--- src/rtl/i2c_bridge_ctrl.sv ---
// rtl/i2c_bridge_ctrl.sv - framed UART command parser driving one of NUM_BUS I2C buses
// Parses SYNC/CTRL/ADDR/LEN[/payload], runs the transfer, and appends a status byte.
module i2c_bridge_ctrl #(
    parameter int                    DATA_WIDTH    = 8,
    parameter int                    ADDR_WIDTH    = 7,
    parameter int                    NUM_BUS       = 4,
    parameter int                    MAX_LEN       = 16,
    parameter logic [DATA_WIDTH-1:0] SYNC_BYTE     = 8'hA5,
    parameter int                    XFER_TIMEOUT  = 100000,
    parameter int                    FRAME_TIMEOUT = 1000000,
    localparam int                   BW            = (NUM_BUS > 1) ? $clog2(NUM_BUS) : 1
) (
    input  logic                  clk,
    input  logic                  rst,
    input  logic                  f_empty,
    input  logic [DATA_WIDTH-1:0] fifo_read_data,
    output logic                  fifo_read_en,
    output logic [DATA_WIDTH-1:0] i2c_data,
    output logic [ADDR_WIDTH-1:0] i2c_slv_addr,
    output logic [DATA_WIDTH-1:0] num_byte,
    output logic                  rw,
    output logic                  en,
    output logic [BW-1:0]         bus_sel,
    input  logic                  en_ack,
    input  logic                  i2c_busy,
    input  logic                  data_valid_out,
    input  logic [DATA_WIDTH-1:0] data_out,
    input  logic                  fifo_full,
    output logic                  fifo_wr_en,
    output logic [DATA_WIDTH-1:0] fifo_wr_data
);

    localparam int PW = (MAX_LEN > 1) ? $clog2(MAX_LEN) : 1;

    localparam logic [DATA_WIDTH-1:0] ST_OK    = DATA_WIDTH'(8'h00);
    localparam logic [DATA_WIDTH-1:0] ST_BUS   = DATA_WIDTH'(8'h02);
    localparam logic [DATA_WIDTH-1:0] ST_LEN   = DATA_WIDTH'(8'h03);
    localparam logic [DATA_WIDTH-1:0] ST_XFER  = DATA_WIDTH'(8'h04);
    localparam logic [DATA_WIDTH-1:0] ST_FRAME = DATA_WIDTH'(8'h05);
    localparam logic [DATA_WIDTH-1:0] ST_OVF   = DATA_WIDTH'(8'h06);

    typedef enum logic [2:0] {
        S_IDLE, S_RD_WAIT, S_PARSE, S_START, S_XFER, S_STATUS
    } state_t;

    state_t                state_q;
    logic [2:0]            idx_q;
    logic                  rw_q;
    logic [2:0]            bus_q;
    logic [ADDR_WIDTH-1:0] addr_q;
    logic [DATA_WIDTH-1:0] len_q;
    logic [PW-1:0]         wptr_q;
    logic [PW-1:0]         ptr_q;
    logic [DATA_WIDTH-1:0] status_q;
    logic [31:0]           ftmr_q;
    logic [31:0]           wd_q;
    logic                  seen_busy_q;
    logic                  wr_prev_q;
    logic                  fifo_read_en_q;
    logic                  en_q;
    logic [DATA_WIDTH-1:0] i2c_data_q;
    logic [ADDR_WIDTH-1:0] slv_addr_q;
    logic [DATA_WIDTH-1:0] num_byte_q;
    logic                  rw_out_q;
    logic [BW-1:0]         bus_sel_q;
    logic [DATA_WIDTH-1:0] wbuf_q [MAX_LEN];

    logic xfer_push, status_push, len_bad, bus_bad, last_wr, ptr_more;

    assign len_bad  = (fifo_read_data == '0) || (32'(fifo_read_data) > MAX_LEN);
    assign bus_bad  = 32'(bus_q) >= NUM_BUS;
    assign last_wr  = (32'(wptr_q) + 32'd1) == 32'(len_q);
    assign ptr_more = (32'(ptr_q) + 32'd1) < 32'(num_byte_q);

    // Read bytes go out in the cycle they arrive; wr_prev_q keeps the status push off a data push.
    always_comb begin
        xfer_push    = (state_q == S_XFER) && data_valid_out && !fifo_full;
        status_push  = (state_q == S_STATUS) && !fifo_full && !wr_prev_q;
        fifo_wr_en   = xfer_push || status_push;
        fifo_wr_data = '0;
        if (status_push) begin
            fifo_wr_data = status_q;
        end else if (xfer_push) begin
            fifo_wr_data = data_out;
        end
    end

    always_ff @(posedge clk) begin
        if (state_q == S_PARSE && idx_q == 3'd4) begin
            wbuf_q[wptr_q] <= fifo_read_data;
        end
    end

    always_ff @(posedge clk) begin
        if (rst) begin
            state_q        <= S_IDLE;
            idx_q          <= '0;
            rw_q           <= 1'b0;
            bus_q          <= '0;
            addr_q         <= '0;
            len_q          <= '0;
            wptr_q         <= '0;
            ptr_q          <= '0;
            status_q       <= '0;
            ftmr_q         <= '0;
            wd_q           <= '0;
            seen_busy_q    <= 1'b0;
            wr_prev_q      <= 1'b0;
            fifo_read_en_q <= 1'b0;
            en_q           <= 1'b0;
            i2c_data_q     <= '0;
            slv_addr_q     <= '0;
            num_byte_q     <= '0;
            rw_out_q       <= 1'b0;
            bus_sel_q      <= '0;
        end else begin
            fifo_read_en_q <= 1'b0;
            en_q           <= 1'b0;
            wr_prev_q      <= fifo_wr_en;
            unique case (state_q)
                S_IDLE: begin
                    if (!f_empty) begin
                        fifo_read_en_q <= 1'b1;
                        ftmr_q         <= '0;
                        state_q        <= S_RD_WAIT;
                    end else if (idx_q != 3'd0) begin
                        if (ftmr_q == 32'(FRAME_TIMEOUT - 1)) begin
                            status_q <= ST_FRAME;
                            idx_q    <= '0;
                            ftmr_q   <= '0;
                            state_q  <= S_STATUS;
                        end else begin
                            ftmr_q <= ftmr_q + 32'd1;
                        end
                    end
                end
                S_RD_WAIT: state_q <= S_PARSE;
                S_PARSE: begin
                    state_q <= S_IDLE;
                    case (idx_q)
                        3'd0: begin
                            if (fifo_read_data == SYNC_BYTE) begin
                                idx_q    <= 3'd1;
                                status_q <= ST_OK;
                            end
                        end
                        3'd1: begin
                            rw_q  <= fifo_read_data[7];
                            bus_q <= fifo_read_data[6:4];
                            idx_q <= 3'd2;
                        end
                        3'd2: begin
                            addr_q <= fifo_read_data[ADDR_WIDTH-1:0];
                            idx_q  <= 3'd3;
                        end
                        3'd3: begin
                            len_q  <= fifo_read_data;
                            wptr_q <= '0;
                            if (len_bad) begin
                                status_q <= ST_LEN;
                                idx_q    <= '0;
                                state_q  <= S_STATUS;
                            end else if (bus_bad) begin
                                status_q <= ST_BUS;
                                idx_q    <= '0;
                                state_q  <= S_STATUS;
                            end else if (rw_q) begin
                                idx_q   <= '0;
                                state_q <= S_START;
                            end else begin
                                idx_q <= 3'd4;
                            end
                        end
                        default: begin
                            if (last_wr) begin
                                idx_q   <= '0;
                                state_q <= S_START;
                            end else begin
                                wptr_q <= wptr_q + PW'(1);
                            end
                        end
                    endcase
                end
                S_START: begin
                    bus_sel_q   <= BW'(bus_q);
                    slv_addr_q  <= addr_q;
                    rw_out_q    <= rw_q;
                    num_byte_q  <= len_q;
                    i2c_data_q  <= wbuf_q[0];
                    ptr_q       <= '0;
                    wd_q        <= '0;
                    seen_busy_q <= 1'b0;
                    en_q        <= 1'b1;
                    state_q     <= S_XFER;
                end
                S_XFER: begin
                    if (data_valid_out && fifo_full) begin
                        status_q <= ST_OVF;
                    end
                    if (en_ack && ptr_more) begin
                        ptr_q      <= ptr_q + PW'(1);
                        i2c_data_q <= wbuf_q[ptr_q + PW'(1)];
                    end
                    if (i2c_busy) begin
                        seen_busy_q <= 1'b1;
                    end
                    // A timeout overrides an earlier overflow code.
                    if (seen_busy_q && !i2c_busy) begin
                        state_q <= S_STATUS;
                    end else if (en_ack || data_valid_out || (i2c_busy && !seen_busy_q)) begin
                        wd_q <= '0;
                    end else if (wd_q == 32'(XFER_TIMEOUT - 1)) begin
                        status_q <= ST_XFER;
                        state_q  <= S_STATUS;
                    end else begin
                        wd_q <= wd_q + 32'd1;
                    end
                end
                S_STATUS: begin
                    if (status_push) begin
                        state_q <= S_IDLE;
                    end
                end
                default: state_q <= S_IDLE;
            endcase
        end
    end

    assign fifo_read_en = fifo_read_en_q;
    assign en           = en_q;
    assign i2c_data     = i2c_data_q;
    assign i2c_slv_addr = slv_addr_q;
    assign num_byte     = num_byte_q;
    assign rw           = rw_out_q;
    assign bus_sel      = bus_sel_q;

endmodule

--- config.mk ---
export PLATFORM = sky130hd
export DESIGN_NAME = i2c_bridge_ctrl
export DESIGN_NICKNAME = d
export VERILOG_FILES = /design/src/rtl/i2c_bridge_ctrl.sv
export SDC_FILE = /design/constraint.sdc
export NUM_CORES = 1
export LEC_CHECK = 0
export CORE_AREA = 5 5 220 222
export CTS_CLUSTER_DIAMETER = 30
export DETAILED_ROUTE_END_ITERATION = 8
export DIE_AREA = 0 0 225 227
export PLACE_DENSITY = 0.52
export SLEW_MARGIN = 40
export SYNTH_ARGS = -nofsm -noshare
export SYNTH_HDL_FRONTEND = slang
export SYNTH_SLANG_ARGS = --single-unit
--- constraint.sdc ---
create_clock -name clk -period 2.4 [get_ports clk]
set_clock_uncertainty 0.05 [all_clocks]
set_input_delay 0.48 -clock clk [delete_from_list [all_inputs] [get_ports clk]]
set_output_delay 0.48 -clock clk [all_outputs]
set_load 0.02 [all_outputs]
# After elaboration in Yosys (flattened, before gate mapping)
# Memory sizes are Yosys's and may differ from the RTL's.
# Cells that the tools add are included.
dict set report classes {
  add_sub_neg 6
  magnitude_cmp 3
  eq_ne 31
  muxes 56
  bitwise_logic 2
  n_reduce_logical 37
}
# operator count
set op_table {}
lappend op_table {{two-way mux 32 bit} 6}
lappend op_table {{two-way mux 8 bit} 13}
lappend op_table {{adder 32 x 1 -> 32 bit (second input constant)} 2}
lappend op_table {{case mux 32 bit (2 select lines)} 1}
lappend op_table {{two-way mux 3 bit} 17}
lappend op_table {{equality test 32 x 17 -> 1 bit (second input constant)} 1}
lappend op_table {{equality test 32 x 20 -> 1 bit (second input constant)} 1}
lappend op_table {{case mux 8 bit (2 select lines)} 2}
lappend op_table {{case mux 8 bit (3 select lines)} 1}
lappend op_table {{case mux 3 bit (6 select lines)} 1}
lappend op_table {{case mux 4 bit (2 select lines)} 2}
lappend op_table {{inequality test 3 bit (second input constant)} 5}
lappend op_table {{equality test 3 x 2 -> 1 bit (second input constant)} 4}
lappend op_table {{inequality test 2 bit (second input constant)} 6}
lappend op_table {{case mux 3 bit (2 select lines)} 2}
lappend op_table {{case mux 3 bit (4 select lines)} 1}
lappend op_table {{AND reduction 2 bit} 6}
lappend op_table {{adder 4 x 1 -> 5 bit (second input constant)} 2}
lappend op_table {{equality test 3 bit (second input constant)} 3}
lappend op_table {{logical AND 1 bit} 9}
lappend op_table {{adder 4 x 1 -> 4 bit (second input constant)} 2}
lappend op_table {{equality test 5 x 8 -> 1 bit} 1}
lappend op_table {{equality test 8 bit (second input constant)} 1}
lappend op_table {{greater-than comparator 8 x 5 -> 1 bit (second input constant)} 1}
lappend op_table {{24 further kinds} 45}
dict set report totals {
  register_bits 135
  ramBits 128
  in_bits 23
  word_cells 156
  n_memories 1
}
# memory words word_bits read_ports rd_ports_with_merged_regs wr line_no
set memory_table {}
lappend memory_table {wbuf_q 16 8 2 0 1 66} ;# logic [DATA_WIDTH-1:0] wbuf_q [MAX_LEN];

# Depth between registers and ports, before layout
dict set report logic_depth {
  ltp_word 6
  mapped_depth 12
  ltp_nobuf 9
}

# Worst setup path after synthesis
# OpenSTA, ideal clock, no wires.
dict set report synth_path {
  path_type {reg-to-reg}
  start {reg ptr_q[0]}
  end {reg ptr_q[2]}
  t_arrival_ns 2.498
  required_time_ns 2.280
  path_slack_ns -0.218
  stages_incl_launch_ff 13
  n_path_buf 3
  period_less_slack_ns 2.618
  path_cell_list {dfxtp_1 -> buf_6 -> buf_6 -> nand3_1 -> xor2_1 -> inv_1 -> ha_1 -> nor2_1 -> a21oi_1 -> a31oi_1 -> clkbuf_1 -> nand3_1 -> a21oi_1}
}
dict set report synth_between {
  elab_chain_cells 5
  elab_cells_between_ends 8
}
# element line_no
set synth_rtl {}
lappend synth_rtl {{start: declaration} 53} ;# logic [PW-1:0] ptr_q;
lappend synth_rtl {{start signal: assignment} 201} ;# ptr_q <= ptr_q + PW'(1);
lappend synth_rtl {{adder 4 x 1 -> 5 bit} 73} ;# assign ptr_more = (32'(ptr_q) + 32'd1) < 32'(num_byte_q);
lappend synth_rtl {{less-than comparator 5 x 8 -> 1 bit} 73}
lappend synth_rtl {{logical AND 1 bit} 200} ;# if (en_ack && ptr_more) begin
lappend synth_rtl {{inequality test 2 x 1 -> 1 bit (no line)} n/a}
lappend synth_rtl {{AND reduction 2 bit (no line)} n/a}
# Several ways; a longest one is shown, not always the timed one. The select of a mux whose other input is x is not followed.
# A chain may end at the register's enable or synchronous reset.

# Final worst setup path
dict set report layout_path {
  start {reg state_q[0]}
  end {out fifo_wr_data[5]}
}
dict set report layout_between {
  elab_chain_cells 5
  elab_cells_between_ends 8
}
# element line_no
set layout_rtl {}
lappend layout_rtl {{start: declaration} 46} ;# state_t state_q;
lappend layout_rtl {{start signal: assignment} 96} ;# state_q <= S_IDLE;
lappend layout_rtl {{start signal: assignment} 125} ;# state_q <= S_RD_WAIT;
lappend layout_rtl {{start signal: assignment} 131} ;# state_q <= S_STATUS;
lappend layout_rtl {{equality test 3 bit} 77} ;# xfer_push = (state_q == S_XFER) && data_valid_out && !fifo_full;
lappend layout_rtl {{logical AND 1 bit (2 in series)} 77}
lappend layout_rtl {{two-way mux 8 bit} 83} ;# end else if (xfer_push) begin
lappend layout_rtl {{two-way mux 8 bit *} 81} ;# if (status_push) begin
lappend layout_rtl {{end: declaration} 30} ;# output logic [DATA_WIDTH-1:0] fifo_wr_data
# Mark *: on every way between the ends. The rest lies on a longest branch, timed or not.

==> key figures <==
Status
  • Result of the run: finished, violations left
  • Violated checks: negative setup slack

Synth
  • Total number of yosys warnings: 0
  • Top flip-flop cell by instance count after synthesis: dfxtp_1
  • Yosys reg bits: 263
  • Syn_area_per_cell: 11.7 um2
  • Cell area after technology mapping: 0.0114 mm2
  • Nets in the synthesized netlist: 1013
  • Number of unique standard cell types used by synthesis: 72
  • EDFF count, synth: 128
  • Post-synthesis async set-or-reset flop share: 0%
  • Register area share after synthesis: 57.2%
  • Cell count after synthesis: 979

Clock tree
  • Clock tree root driver cell: clkbuf_16
  • Total clock buffers created by CTS: 66
  • Clock Path Buffers: 3
  • Clock slew seen by the registers of the worst setup and hold paths: 0.04 ns
  • CTS H-tree lvls: 3
  • TritonCTS clock tree: yes
  • Hold_buf cts: 0
  • Worst-skew pair later-pin latency: 0.55 ns
  • Sink count of the clock tree: 263

STA
  • Worst rel slew slack: 49.9%
  • Final worst slack: -0.0533 ns
  • Count of pins over their slew limit: 0
  • Min cycle time layout: 2.45 ns
  • Final worst-path cycle share: 102%
  • Setup repair after global routing missed its margin: true
  • Achievable Freq: 408 MHz
  • Fin Hold WS: 0.227 ns
  • Worst Max-Slew Pin Slew: 0.746 ns
  • Number of failing hold endpoints at the final stage: 0
  • Setup violators final: 9

Power
  • Final total power: 13.8 mW
  • Power density over the cells: 886 mW/mm2
  • Leakage power: 5.39 nW
  • Largest vdd supply drop: 0.419 mV

Routing
  • 1st-iter DRT viols: 424
  • DRC violations left: 0
  • Post-DR vias/cell: 4.50
  • Routed WL: 29400 um
  • Wirelength per Cell: 16.2 um
  • Remaining antenna violation count: 0
  • Pre-Repair DR Iteration Count: 4
  • Detailed-route via count: 8177

Floorplanning
  • Num rows: 79
  • Die Area: 0.0511 mm2
  • Die Width: 225 um
  • Number of top-level pins: 60
  • Initial Util: 24.8%
  • Die extent in y: 227 um
  • Area inside the core boundary: 0.0462 mm2

Cells and area
  • Fraction of layout cells with a size suffix above 1: 24.6%
  • Area of the multi-input gates: 0.00469 mm2
  • Area growth, synth to finish: 36.5%
  • Final cell area excluding filler cells: 0.0156 mm2
  • # fillers: 4538
  • Final Core Density: 33.8%
  • Storage cell area: 0.00655 mm2
  • Count of antenna diodes in the layout: 0
  • Final nets: 1194

Critical path
  • Dominant delay contributor by cell family on the critical path: simple AND/OR/NAND/NOR gates
  • Crit Path Class: reg2out
  • Buf/Inv on CP: 2
  • Endpoint type of the worst setup path: output port
  • Crit path launch: state_q[0]
  • Data arrival time of the critical path: 1.92 ns
  • Max Fanout on Critical Path: 5
  • Slowest Stage Delay on Critical Path: 0.42 ns
  • Slowest stage cell on the critical path: or3b_4
  • Crit path cell chain: or3b_4, nor3b_4, buf_6, a22o_1, buf_6
  • Setup crit start kind: flip-flop
  • Beginning of the worst register-to-register path: ftmr_q[9]
  • Most repeated library cell on the critical path: buf_6
  • Worst EP required: 1.87 ns

Worst hold path
  • Worst min-delay path startpoint: rst
  • Kind of path behind the tightest hold check: in2reg

Placement
  • Place WS: -0.362 ns
  • Cell area after placement: 0.0134 mm2
  • Port Buf Inserts: 59
  • Detailed placement HPWL: 19400 um
  • Weighted congestion reported at the end of routability-driven placement: 0.766

Global route
  • Largest net degree at the start of global routing: 49
  • First-pass GRT wire length: 45700 um
  • Total congestion overflow after global routing: 0
  • Global Route Usage Sum: 11.4%
  • Number of global-route vias before repair: 8211
  • Number of antenna violations at the first check in global routing: 2

Flow run
  • Max-capacitance violation count: 0
[cell usage after synthesis (all sizes together), types with 5 or more instances]
cell type,count,area share [%]
edfxtp,128,34
o211ai,7,0.55
nor2,106,3.5
and4,5,0.39
nor4,12,1.1
clkbuf,29,0.95
ha,11,1.2
and2,7,0.38
nor3,28,1.2
a311oi,11,0.84
a31oi,5,0.27
inv,23,0.75
a22o,9,0.69
nand2,111,3.6
and3,10,0.55
or3,13,0.71
mux2i,17,1.5
or4,11,0.79
nand2b,9,0.49
buf,22,1.1
a21oi,57,2.6
dfxtp,135,24
nand4,19,1.4
a211oi,5,0.44
o21ai,22,1.1
xor2,22,1.7
xnor2,30,2.3
mux4,40,7.9
nand3,32,1.4
[worst register-to-register path, delay by kind of cell (launching register included)]
family          cells  cell delay (ns)
flops               1             0.38
simple gates        3             0.98
compound gates      3             0.76
[where the power goes]
part	switching [mW]	total (mW)	leakage, nW	internal, mW
Sequential	0.0301	4.79	2.24	4.76
Clock	2.51	8.15	1.01	5.64
Combinational	0.530	0.889	2.14	0.359
Total	3.07	13.8	5.39	10.8
[area by class of cell]
cell class	instances	share of cell area [%]
Clock buffer	93	11.9
Clock inverter	24	1.37
Inverter	23	0.553
Multi-Input combinational cell	642	30.0
Sequential cell	263	42.0
Tap cell	607	4.86
Timing Repair Buffer	164	9.32
[routing by layer]
| metal | GRT usage, % | wire, um |
|---|---|---|
| met5 | 0 | 13 |
| met4 | 4.40 | 709 |
| met3 | 3.19 | 1580 |
| met2 | 18.4 | 13900 |
| met1 | 14.6 | 13200 |
[worst paths after layout]
check,to,slack [ns],cells after the start
hold reg to reg,i2c_slv_addr[0],0.40,2
setup / recovery,fifo_wr_data[5],-0.05,5
setup reg to reg,status_q[0],0.12,6
hold / removal,wr_prev_q,0.23,2
[cells by family after synthesis]
kind of cell,count (synthesis),share of synthesized area [%]
fa+ha+maj,11,1.20
simple gates,387,17.4
buf+inv,74,2.83
xor+xnor,52,4.05
compound gates,134,7.82
mux,58,9.46
flops,263,57.2
[cells in the final DEF (no fill, tap or decap), drive strengths merged, types with 4 or more instances in the layout]
master / netlist / layout
o21ai: 22 / 22
xnor2: 30 / 30
a21oi: 57 / 57
edfxtp: 128 / 128
and2: 7 / 7
a211oi: 5 / 5
clkbuf: 29 / 93
nand2b: 9 / 9
dfxtp: 135 / 135
nor3b: 4 / 4
ha: 11 / 11
xor2: 22 / 22
a311oi: 11 / 11
or4: 11 / 11
mux4: 40 / 40
nand4: 19 / 19
nor4b: 4 / 4
clkinv: 0 / 14
nand3: 32 / 32
nor4: 12 / 12
a31oi: 5 / 5
o211ai: 7 / 7
and3: 10 / 10
a22o: 9 / 9
clkinvlp: 0 / 4
nor3: 28 / 28
nand2: 111 / 111
nor2b: 4 / 4
mux2i: 17 / 17
and4: 5 / 5
clkdlybuf4s50: 0 / 49
or3: 13 / 13
a21o: 4 / 4
nor2: 106 / 106
buf: 22 / 115
inv: 23 / 26
[per-stage QoR]
| step | std cells | setup TNS [ns] |
|---|---|---|
| after floorplan | 979 | -0.597 |
| after global placement | 1693 | -5.08 |
| after detailed placement | 1693 | -5.31 |
| after CTS | 1813 | -0.854 |
| after global routing | 1816 | -1.11 |
| final | 1816 | -0.309 |
[what timing repair did]
| action | CTS | global route |
|---|---|---|
| setup endpoints to repair | 9 | 153 |
| resized for setup | 60 | 15 |
| buffers inserted | 2 | 3 |
| cloned | 1 | 0 |
| pin swaps | 5 | 11 |
| hold endpoints to repair | 0 | 0 |
[state kept, by name, summed over array words and instances (netlist names), 2 cells and up]
name and count:
len_q 8, wbuf_q 128, ftmr_q 32, i2c_slv_addr 7, status_q 8, state_q 3
num_byte 8, addr_q 7, i2c_data 8, wd_q 32, idx_q 3, wptr_q 4
bus_sel 2, ptr_q 4, bus_q 3
No activity file was read; power rests on OpenSTA's default activity.
